[config.mk]
export PLATFORM = sky130hd
export DESIGN_NAME = contador_mod_n_flat
export DESIGN_NICKNAME = d
export VERILOG_FILES = /design/src/rtl/contador_mod_n_if.sv /design/src/rtl/contador_mod_n.sv /design/src/flat_wrapper.sv
export SDC_FILE = /design/constraint.sdc
export NUM_CORES = 1
export LEC_CHECK = 0
export CORE_AREA = 2 2 39 41
export DETAILED_ROUTE_END_ITERATION = 6
export DIE_AREA = 0 0 41 43
export HOLD_SLACK_MARGIN = 0.08
export PLACE_DENSITY = 0.68
export SLEW_MARGIN = 20
export SYNTH_ARGS = -nofsm -noshare
export SYNTH_HDL_FRONTEND = slang
export SYNTH_SLANG_ARGS = --single-unit
[constraint.sdc]
create_clock -name clk -period 3.9 [get_ports clk]
set_clock_uncertainty 0.1 [all_clocks]
set_input_delay 0.975 -clock clk [delete_from_list [all_inputs] [get_ports clk]]
set_output_delay 0.975 -clock clk [all_outputs]
set_load 0.01 [all_outputs]
[src/rtl/contador_mod_n_if.sv]
// Bus bundle for contador_mod_n: control/load inputs from the user (master),
// count value and status flags back from the counter (slave).
interface contador_mod_n_if #(
  parameter int WIDTH = 4
) ();
  logic             en;
  logic             up;
  logic             load;
  logic [WIDTH-1:0] d;
  logic             sat;
  logic [WIDTH-1:0] q;
  logic             tc;
  logic             co;
  logic             wrapped;
  logic             load_err;

  modport master (
    output en, up, load, d, sat,
    input  q, tc, co, wrapped, load_err
  );

  modport slave (
    input  en, up, load, d, sat,
    output q, tc, co, wrapped, load_err
  );
endinterface

[src/rtl/contador_mod_n.sv]
// Synchronous modulo-N up/down counter with range-checked load, wrap/saturate
// mode and a combinational carry for cascading stages on a common clock.
module contador_mod_n #(
  parameter int WIDTH   = 4,
  parameter int MODULUS = 8
) (
  input logic             clk,
  input logic             clr,
  contador_mod_n_if.slave bus
);

  if (MODULUS < 2 || longint'(MODULUS) > (longint'(1) << WIDTH)) begin : g_bad_modulus
    $error("contador_mod_n: MODULUS %0d outside 2..2**%0d", MODULUS, WIDTH);
  end

  localparam logic [WIDTH-1:0] LAST    = WIDTH'(MODULUS - 1);
  localparam logic [WIDTH:0]   MOD_EXT = (WIDTH + 1)'(MODULUS);

  logic [WIDTH-1:0] q_r;
  logic [WIDTH-1:0] q_next;
  logic             wrapped_r;
  logic             load_err_r;
  logic             in_range;

  assign in_range = {1'b0, bus.d} < MOD_EXT;

  // Terminal count follows the live direction input, so it flips the same cycle up does.
  assign bus.tc = bus.up ? (q_r == LAST) : (q_r == '0);

  // A wrap edge is exactly the condition for carrying into the next stage.
  assign bus.co = bus.en & bus.tc & ~bus.sat & ~bus.load & ~clr;

  always_comb begin
    // NOTE: hold is assigned first so every path drives q_next and no latch is inferred.
    q_next = q_r;
    if (bus.load) begin
      q_next = in_range ? bus.d : '0;
    end else if (bus.en) begin
      if (!bus.tc) begin
        q_next = bus.up ? q_r + 1'b1 : q_r - 1'b1;
      end else if (!bus.sat) begin
        q_next = bus.up ? '0 : LAST;
      end
    end
  end

  always_ff @(posedge clk) begin
    // NOTE: non-blocking assignments so all registers update from pre-edge values.
    if (clr) begin
      q_r        <= '0;
      wrapped_r  <= 1'b0;
      load_err_r <= 1'b0;
    end else begin
      q_r        <= q_next;
      wrapped_r  <= bus.co;
      load_err_r <= bus.load & ~in_range;
    end
  end

  assign bus.q        = q_r;
  assign bus.wrapped  = wrapped_r;
  assign bus.load_err = load_err_r;

endmodule
[src/flat_wrapper.sv]
// flat-port wrapper written by rule: the top's interface ports become plain ports
module contador_mod_n_flat 
#(
  parameter int WIDTH   = 4,
  parameter int MODULUS = 8
)
  (clk, clr, bus_en, bus_up, bus_load, bus_d, bus_sat, bus_q, bus_tc, bus_co, bus_wrapped, bus_load_err);
  contador_mod_n_if #(.WIDTH(WIDTH)) bus_i ();
  input logic clk;
  input logic clr;
  input wire logic [$bits(bus_i.en)-1:0] bus_en;
  input wire logic [$bits(bus_i.up)-1:0] bus_up;
  input wire logic [$bits(bus_i.load)-1:0] bus_load;
  input wire logic [$bits(bus_i.d)-1:0] bus_d;
  input wire logic [$bits(bus_i.sat)-1:0] bus_sat;
  output wire logic [$bits(bus_i.q)-1:0] bus_q;
  output wire logic [$bits(bus_i.tc)-1:0] bus_tc;
  output wire logic [$bits(bus_i.co)-1:0] bus_co;
  output wire logic [$bits(bus_i.wrapped)-1:0] bus_wrapped;
  output wire logic [$bits(bus_i.load_err)-1:0] bus_load_err;
  assign bus_i.en = bus_en;
  assign bus_i.up = bus_up;
  assign bus_i.load = bus_load;
  assign bus_i.d = bus_d;
  assign bus_i.sat = bus_sat;
  assign bus_q = bus_i.q;
  assign bus_tc = bus_i.tc;
  assign bus_co = bus_i.co;
  assign bus_wrapped = bus_i.wrapped;
  assign bus_load_err = bus_i.load_err;
  contador_mod_n #(.WIDTH(WIDTH), .MODULUS(MODULUS)) u_core (.clk(clk), .clr(clr), .bus(bus_i));
endmodule
# After elaboration in Yosys (flattened, before gate mapping)
# Index checks and enable logic that the tools add are counted.
[classes]
add_sub_neg = 2
order_cmp = 1
eq_ne = 2
mux = 8
bitwise = 9
n_reduce_logical = 3
[op_table]
columns = ["op", "n"]
rows = [
  ["4-bit two-way mux", 6],
  ["1-bit bitwise AND", 5],
  ["4-bit by 1-bit adder with 4-bit output, second input constant", 1],
  ["4-bit by 3-bit == test with 1-bit output, second input constant", 1],
  ["4-bit zero test", 1],
  ["4-bit < comparator, second input constant", 1],
  ["1-bit NOT", 4],
  ["4-bit by 1-bit subtractor with 4-bit output, second input constant", 1],
  ["3-bit two-way mux", 1],
  ["3-bit != test, second input constant", 1],
  ["2-bit AND reduction", 1],
  ["2-bit nonzero test", 1],
  ["1-bit two-way mux", 1],
]
[totals]
ff_bits = 6
inputBits = 10
out_inout_bits = 8
word_cells = 28

# Logic depth before layout (Yosys ltp)
# Gate-level depths: netlist (run 1).
[logic_depth]
ltp_word = 6
depth_mapped = 6
mapped_depth_nobuf = 6

# Worst setup path after synthesis (run 1)
# Ideal clock, no wire load.
[synth_timing]
path_type = "input port to output port"
startpoint = "in bus_up"
endpoint = "out bus_co"
arrival_ps = 1696
required_ps = 2825
slack_ps = 1129
path_stages = 3
path_buffers = 0
path_cell_list = "and4_4 -> o21ai_2 -> nor4_1"
[synth_via]
elab_chain_cells = 5
[synth_lines]
columns = ["item", "line_no", "source"]
rows = [
  ["from (decl)", "flat_wrapper.sv:12", "input wire logic [$bits(bus_i.up)-1:0] bus_up;"],
  ["1-bit two-way mux", "contador_mod_n.sv:28", "assign bus.tc = bus.up ? (q_r == LAST) : (q_r == '0);"],
  ["1-bit bitwise AND (4 in series)", "contador_mod_n.sv:31", "assign bus.co = bus.en & bus.tc & ~bus.sat & ~bus.load & ~clr;"],
  ["to (decl)", "flat_wrapper.sv:18", "output wire logic [$bits(bus_i.co)-1:0] bus_co;"],
]
# No other way between the ends.

# Worst setup path in the final report (run 1)
# Ends and elaborated chain as after synthesis.

==> flow_summary.ini, run 1 <==
[power_and_ir_drop]
internal_power_mw = 0.135
share_of_power_burned_in_combinational_logic_pct = 32.2
power_density_mw_per_mm2 = 292
peakVddDrop_uv = 92.5
switching_share_pct = 31.3
pwr-share-seq_pct = 37.3
power.static_leakage_nw = 0.259
power.switching_mw = 0.0613
power.share.clock_pct = 30.5
report.power.total_mw = 0.196

[logic_synthesis]
ys_seq_elements = 6
syn_inst = 52
synth.net_count = 65
yosys.cell_types.count = 26
synth_enable_flop_cells = 0
synth_area_per_cell_um2 = 8.59
ys_async_sr_fraction_pct = 0
yosys_most_used_dff = dfxtp_1
synth.cell_area_um2 = 447
synth-seq-area-share_pct = 26.9
synthesis.yosys.warnings = 0

[grt]
grt_pass1_wl_um = 2010
grt_start_max_net_pins = 9
grt_overflow = 0
grt_pass1_vias = 493
grtUsageTotal_pct = 16.8
grt_antenna_before_repair = 0

[route]
drc = 0
detail_route.vias_per_cell = 5.41
antenna_left = 0
detailed_route_via_count = 487
firstDrtPassIters = 4
drt-initial-drc-count = 9
wl_per_cell_um = 14.1
finalWirelength_um = 1270

[timing]
rsz0062_at_grt = false
totalNegativeSetupSlack_ns = 0
worst_slew_pin_slew_ns = 0.334
fin_hold_ws_ns = 0.390
min_period_over_period_pct = 96.5
final_max_slew_viol_count = 0
hold_violation_total_from_the_final_report = 0
period_needed_ns = 3.76
worst_slew_margin_rel_pct = 77.7
finalSetupViolCount = 0
fmax_mhz = 266

[clocking]
cts_tree = built
tritoncts.num_buffers = 3
cts.htree.levels = 1
clock_sink_count = 6
cts-resized-gates = 0
maximum_clock_path_buffer_count = 2
clk_latency_ns = 0.25
post_cts_hold_buffer_count = 0
post-cts-setup-buffers = 0
clkTransAtPathRegs_ns = 0.05
clock_tree.root_cell = clkbuf_4

[status]
status = completed

[critical_path]
crit_path_end_kind = primary output
critical_path_arrival_ns = 2.69
timing.critical_path.max_delay_family = buffers and inverters
slowest_delay_ns = 0.58
worstPathRequired_ns = 2.82
crit_chain = clkdlybuf4s50_1 > and4_4 > o21ai_2 > nor4_1 > clkdlybuf4s50_1
path_common_cell = clkdlybuf4s50_1
crit_path_start_kind = primary input
path_max_fanout = 5
crit_path_top_delay_cell = clkdlybuf4s50_1
crit_type = in -> out
worst_path_buffer_plus_inverter_count = 2

[flow_run]
maxCapViolCount = 0

[finish]
multi_input_area_um2 = 295
layout_common_cells = 17 x clkdlybuf4s50_1, 6 x dfxtp_1, 4 x inv_1, 4 x a21oi_1
ff_latch_area_um2 = 120
share_of_final_layout_standard_cells_stronger_than_drive_strength_1_pct = 14.9
antenna-diode-count = 0
stdcell_area_um2 = 671
fillCellCount = 146
finish.cell_count_without_fillers = 90
nets = 89
syn_to_final_growth_pct = 50.1
mostFrequentLayoutCell = clkdlybuf4s50_1

[place]
place_inst = 87
gp_congestion = 0.728
dpl.hpwl_um = 987
placement.io_buffers = 17
post_dp_cell_area_um2 = 648

[min_path]
worst_hold_path_type = reg -> reg

[die]
die-width_um = 41
area_of_the_core_mm2 = 0.00138
num_io_pins = 18
initial_util_pct = 32.3
die_h_um = 43
count_of_standard_cell_rows = 14
die_area_mm2 = 0.00176
-- per-layer routing --
metal | vias to the layer above | wire (um) | GRT usage, %
met5 | - | 0 | 0
met4 | 0 | 28 | 8.00
met3 | 4 | 89 | 5.24
met2 | 20 | 642 | 27.8
met1 | 222 | 504 | 18.1
li1 | 241 | - | -
-- synthesized netlist by cell type, types with 2 or more instances --
library cell | count | area share (%)
dfxtp_1 | 6 | 27
a21oi_1 | 4 | 4.5
inv_1 | 4 | 3.4
a211oi_1 | 3 | 5.0
nand2_1 | 3 | 2.5
nand2b_1 | 3 | 4.2
nor2_1 | 3 | 2.5
nor3_1 | 3 | 3.4
nor4_1 | 3 | 4.2
ha_1 | 2 | 5.6
nand3_1 | 2 | 2.2
o21ai_0 | 2 | 2.2
-- through the flow --
| stage | setup slack [ns] | util [%] |
|---|---|---|
| global route | 0.0518 | 48.5 |
| detailed placement | 0.136 | 46.8 |
| CTS | 0.137 | 48.5 |
| finish | 0.138 | 48.5 |
| global placement | 0.162 | 46.8 |
| floorplan | 1.13 | - |
-- worst min-delay path, stage by stage (launching register included) --
cell     delay, ns
dfxtp_1       0.32
nand2_1       0.06
mux2i_1       0.06
-- state kept, by name, indices dropped and copies added (netlist names) --
register,count
u_core.bus.wrapped,1
u_core.bus.load_err,1
u_core.bus.q,4
-- final timing paths --
kind | start | to | slack, ns | cells past startpoint
worst max-delay path | bus_up | bus_co | 0.14 | 5
worst min-delay path | u_core.bus.q[3] | u_core.bus.q[3] | 0.39 | 2
worst max register to register | u_core.bus.q[2] | u_core.bus.q[3] | 2.15 | 5
worst min register to register | u_core.bus.q[3] | u_core.bus.q[3] | 0.39 | 2
-- power groups by stage --
stage          registers [mW]  logic [mW]  clock network, mW
3_3_place_gp           0.0741      0.0608                  0
6_report               0.0731      0.0630             0.0597
5_1_grt                0.0742      0.0688             0.0656
3_5_place_dp           0.0744      0.0624                  0
4_1_cts                0.0732      0.0631             0.0592
2_1_floorplan          0.0745      0.0309                  0
-- logic make-up after synthesis --
group / after synthesis / synth area share, %
simple gates: 21 / 29.7
compound gates: 14 / 22.1
buf+inv: 6 / 7.00
flops: 6 / 26.9
fa+ha+maj: 3 / 10.1
xor+xnor: 1 / 1.96
mux: 1 / 2.24
-- layout make-up --
cell class	instances	share of cell area (%)
Inverter	5	2.99
Multi-Input combinational cell	40	44.0
Tap cell	16	2.99
Clock buffer	3	3.36
Sequential cell	6	17.9
Timing Repair Buffer	20	28.7
Power figures use the tool's default switching activity.
==> inputs of run 2 (changes only) <==
--- a/config.mk
+++ b/config.mk
@@ -5,11 +5,13 @@
 export SDC_FILE = /design/constraint.sdc
 export NUM_CORES = 1
 export LEC_CHECK = 0
-export CORE_AREA = 2 2 39 41
+export CELL_PAD_IN_SITES_DETAIL_PLACEMENT = 0
+export CELL_PAD_IN_SITES_GLOBAL_PLACEMENT = 1
+export CORE_AREA = 2 2 41 43
 export DETAILED_ROUTE_END_ITERATION = 6
-export DIE_AREA = 0 0 41 43
+export DIE_AREA = 0 0 43 45
 export HOLD_SLACK_MARGIN = 0.08
-export PLACE_DENSITY = 0.68
+export PLACE_DENSITY = 0.81
 export SLEW_MARGIN = 20
 export SYNTH_ARGS = -nofsm -noshare
 export SYNTH_HDL_FRONTEND = slang
==> flow_summary.ini, run 2 (synthesis gave the netlist of run 1 again) <==
[clocking]
clock_tree.root_cell = clkbuf_4
cts_tree = built
cts.htree.levels = 1
cts-resized-gates = 0
post_cts_hold_buffer_count = 0
tritoncts.num_buffers = 3
maximum_clock_path_buffer_count = 2
post-cts-setup-buffers = 0
clkTransAtPathRegs_ns = 0.05
clk_latency_ns = 0.24
clock_sink_count = 6

[critical_path]
crit_chain = clkdlybuf4s50_1 > and4_4 > o21ai_2 > nor4_1 > clkdlybuf4s50_1
slowest_delay_ns = 0.58
crit_path_start_kind = primary input
path_common_cell = clkdlybuf4s50_1
worstPathRequired_ns = 2.82
critical_path_arrival_ns = 2.63
worstSetupPathDepth = 5
timing.critical_path.max_delay_family = buffers and inverters
worst_path_buffer_plus_inverter_count = 2
crit_path_top_delay_cell = clkdlybuf4s50_1
path_max_fanout = 3
timing.reg2reg.worst_path_depth = 5
crit_path_end_kind = primary output
crit_type = in -> out

[die]
die_h_um = 45
count_of_standard_cell_rows = 14
num_io_pins = 18
initial_util_pct = 30.4
die-width_um = 43
area_of_the_core_mm2 = 0.00147
die_area_mm2 = 0.00194

[power_and_ir_drop]
power_density_mw_per_mm2 = 287
share_of_power_burned_in_combinational_logic_pct = 32.4
switching_share_pct = 30.6
peakVddDrop_uv = 168
pwr-share-seq_pct = 37.5
internal_power_mw = 0.135
power.switching_mw = 0.0596
power.static_leakage_nw = 0.263
power.share.clock_pct = 30.1

[timing]
totalNegativeSetupSlack_ns = 0
rsz0062_at_grt = false
final_max_slew_viol_count = 0
finalSetupViolCount = 0
worst_slew_pin_slew_ns = 0.360
worst_slew_margin_rel_pct = 76.0
fmax_mhz = 270
min_period_over_period_pct = 94.9
period_needed_ns = 3.70
hold_violation_total_from_the_final_report = 0
postLayoutSetupSlackWorst_ns = 0.200

[route]
drc = 0
drt-initial-drc-count = 13
detailed_route_via_count = 467
wl_per_cell_um = 12.5
antenna_left = 0
finalWirelength_um = 1130
detail_route.vias_per_cell = 5.13
firstDrtPassIters = 5

[grt]
grt_overflow = 0
grt_pass1_vias = 426
grt_util_met3_pct = 6.40
global_route.usage.met1_pct = 17.6
grt_antenna_before_repair = 0
grtUsageTotal_pct = 12.9
grt_start_max_net_pins = 9
globalRouteMet2Util_pct = 19.1
grt_pass1_wl_um = 1840
grt-busiest-layer = met2

[status]
status = completed

[place]
gp_congestion = 0.813
post_dp_cell_area_um2 = 656
placement.setup.worst_slack_ns = 0.187
placement.io_buffers = 17
dpl.hpwl_um = 916

[min_path]
worstHoldPathCells = 2
worst_hold_path_type = reg -> reg

[finish]
share_of_final_layout_standard_cells_stronger_than_drive_strength_1_pct = 16.0
layout_common_cells = 17 x clkdlybuf4s50_1, 6 x dfxtp_1, 4 x inv_1, 4 x a21oi_1, 4 x buf_4
stdcell_area_um2 = 678
largest_reg_flops = 4
nets = 90
mostFrequentLayoutCell = clkdlybuf4s50_1
antenna-diode-count = 0
syn_to_final_growth_pct = 51.8

[flow_run]
maxCapViolCount = 0
## run 2: cell count changes in the layout (fill, tap and decap cells not counted)
cell   previous run  this run
buf_4             3         4
## run 2: stage by stage
stage	std cells	total power, mW	utilization [%]	hold slack [ns]
detailed placement	88	0.138	44.6	0.375
global placement	88	0.136	44.6	0.361
floorplan	52	0.105	-	0.394
global route	91	0.206	46.1	0.388
finish	91	0.195	46.1	0.378
CTS	91	0.197	46.1	0.381
## run 2: power by group through the flow
| stage | combinational (mW) | clock (mW) | sequential, mW |
|---|---|---|---|
| 2_1_floorplan | 0.0309 | 0 | 0.0745 |
| 3_3_place_gp | 0.0622 | 0 | 0.0740 |
| 3_5_place_dp | 0.0635 | 0 | 0.0741 |
| 4_1_cts | 0.0640 | 0.0598 | 0.0730 |
| 5_1_grt | 0.0691 | 0.0632 | 0.0736 |
| 6_report | 0.0632 | 0.0587 | 0.0730 |
## run 2: layout make-up
type / instances / area, um^2
fillers: 166 / 793
flip-flops and latches: 6 / 120
well taps: 16 / 20.0
repair buffers: 21 / 200
multi-input cells: 40 / 295
inverters: 5 / 20.0
clock buffers: 3 / 22.5
## run 2: path summary, 6_finish.rpt
path	from	endpoint	slack [ns]
worst min-delay path	u_core.bus.q[3]	u_core.bus.q[3]	0.38
worst max-delay path	bus_up	bus_co	0.20
worst min register to register	u_core.bus.q[3]	u_core.bus.q[3]	0.38
worst max register to register	u_core.bus.q[2]	u_core.bus.q[3]	2.22
## run 2: per-layer routing
metal  wire length (um)  share of wire (%)
met2                492                 43
met3                 87                7.7
met5                  0                  0
met4                  0                  0
met1                553                 49
## run 2: tightest hold or removal path, delay by kind of cell, from the launching register on
kind          cells  cell delay (ns)
simple gates      1             0.06
mux               1             0.06
flops             1             0.32
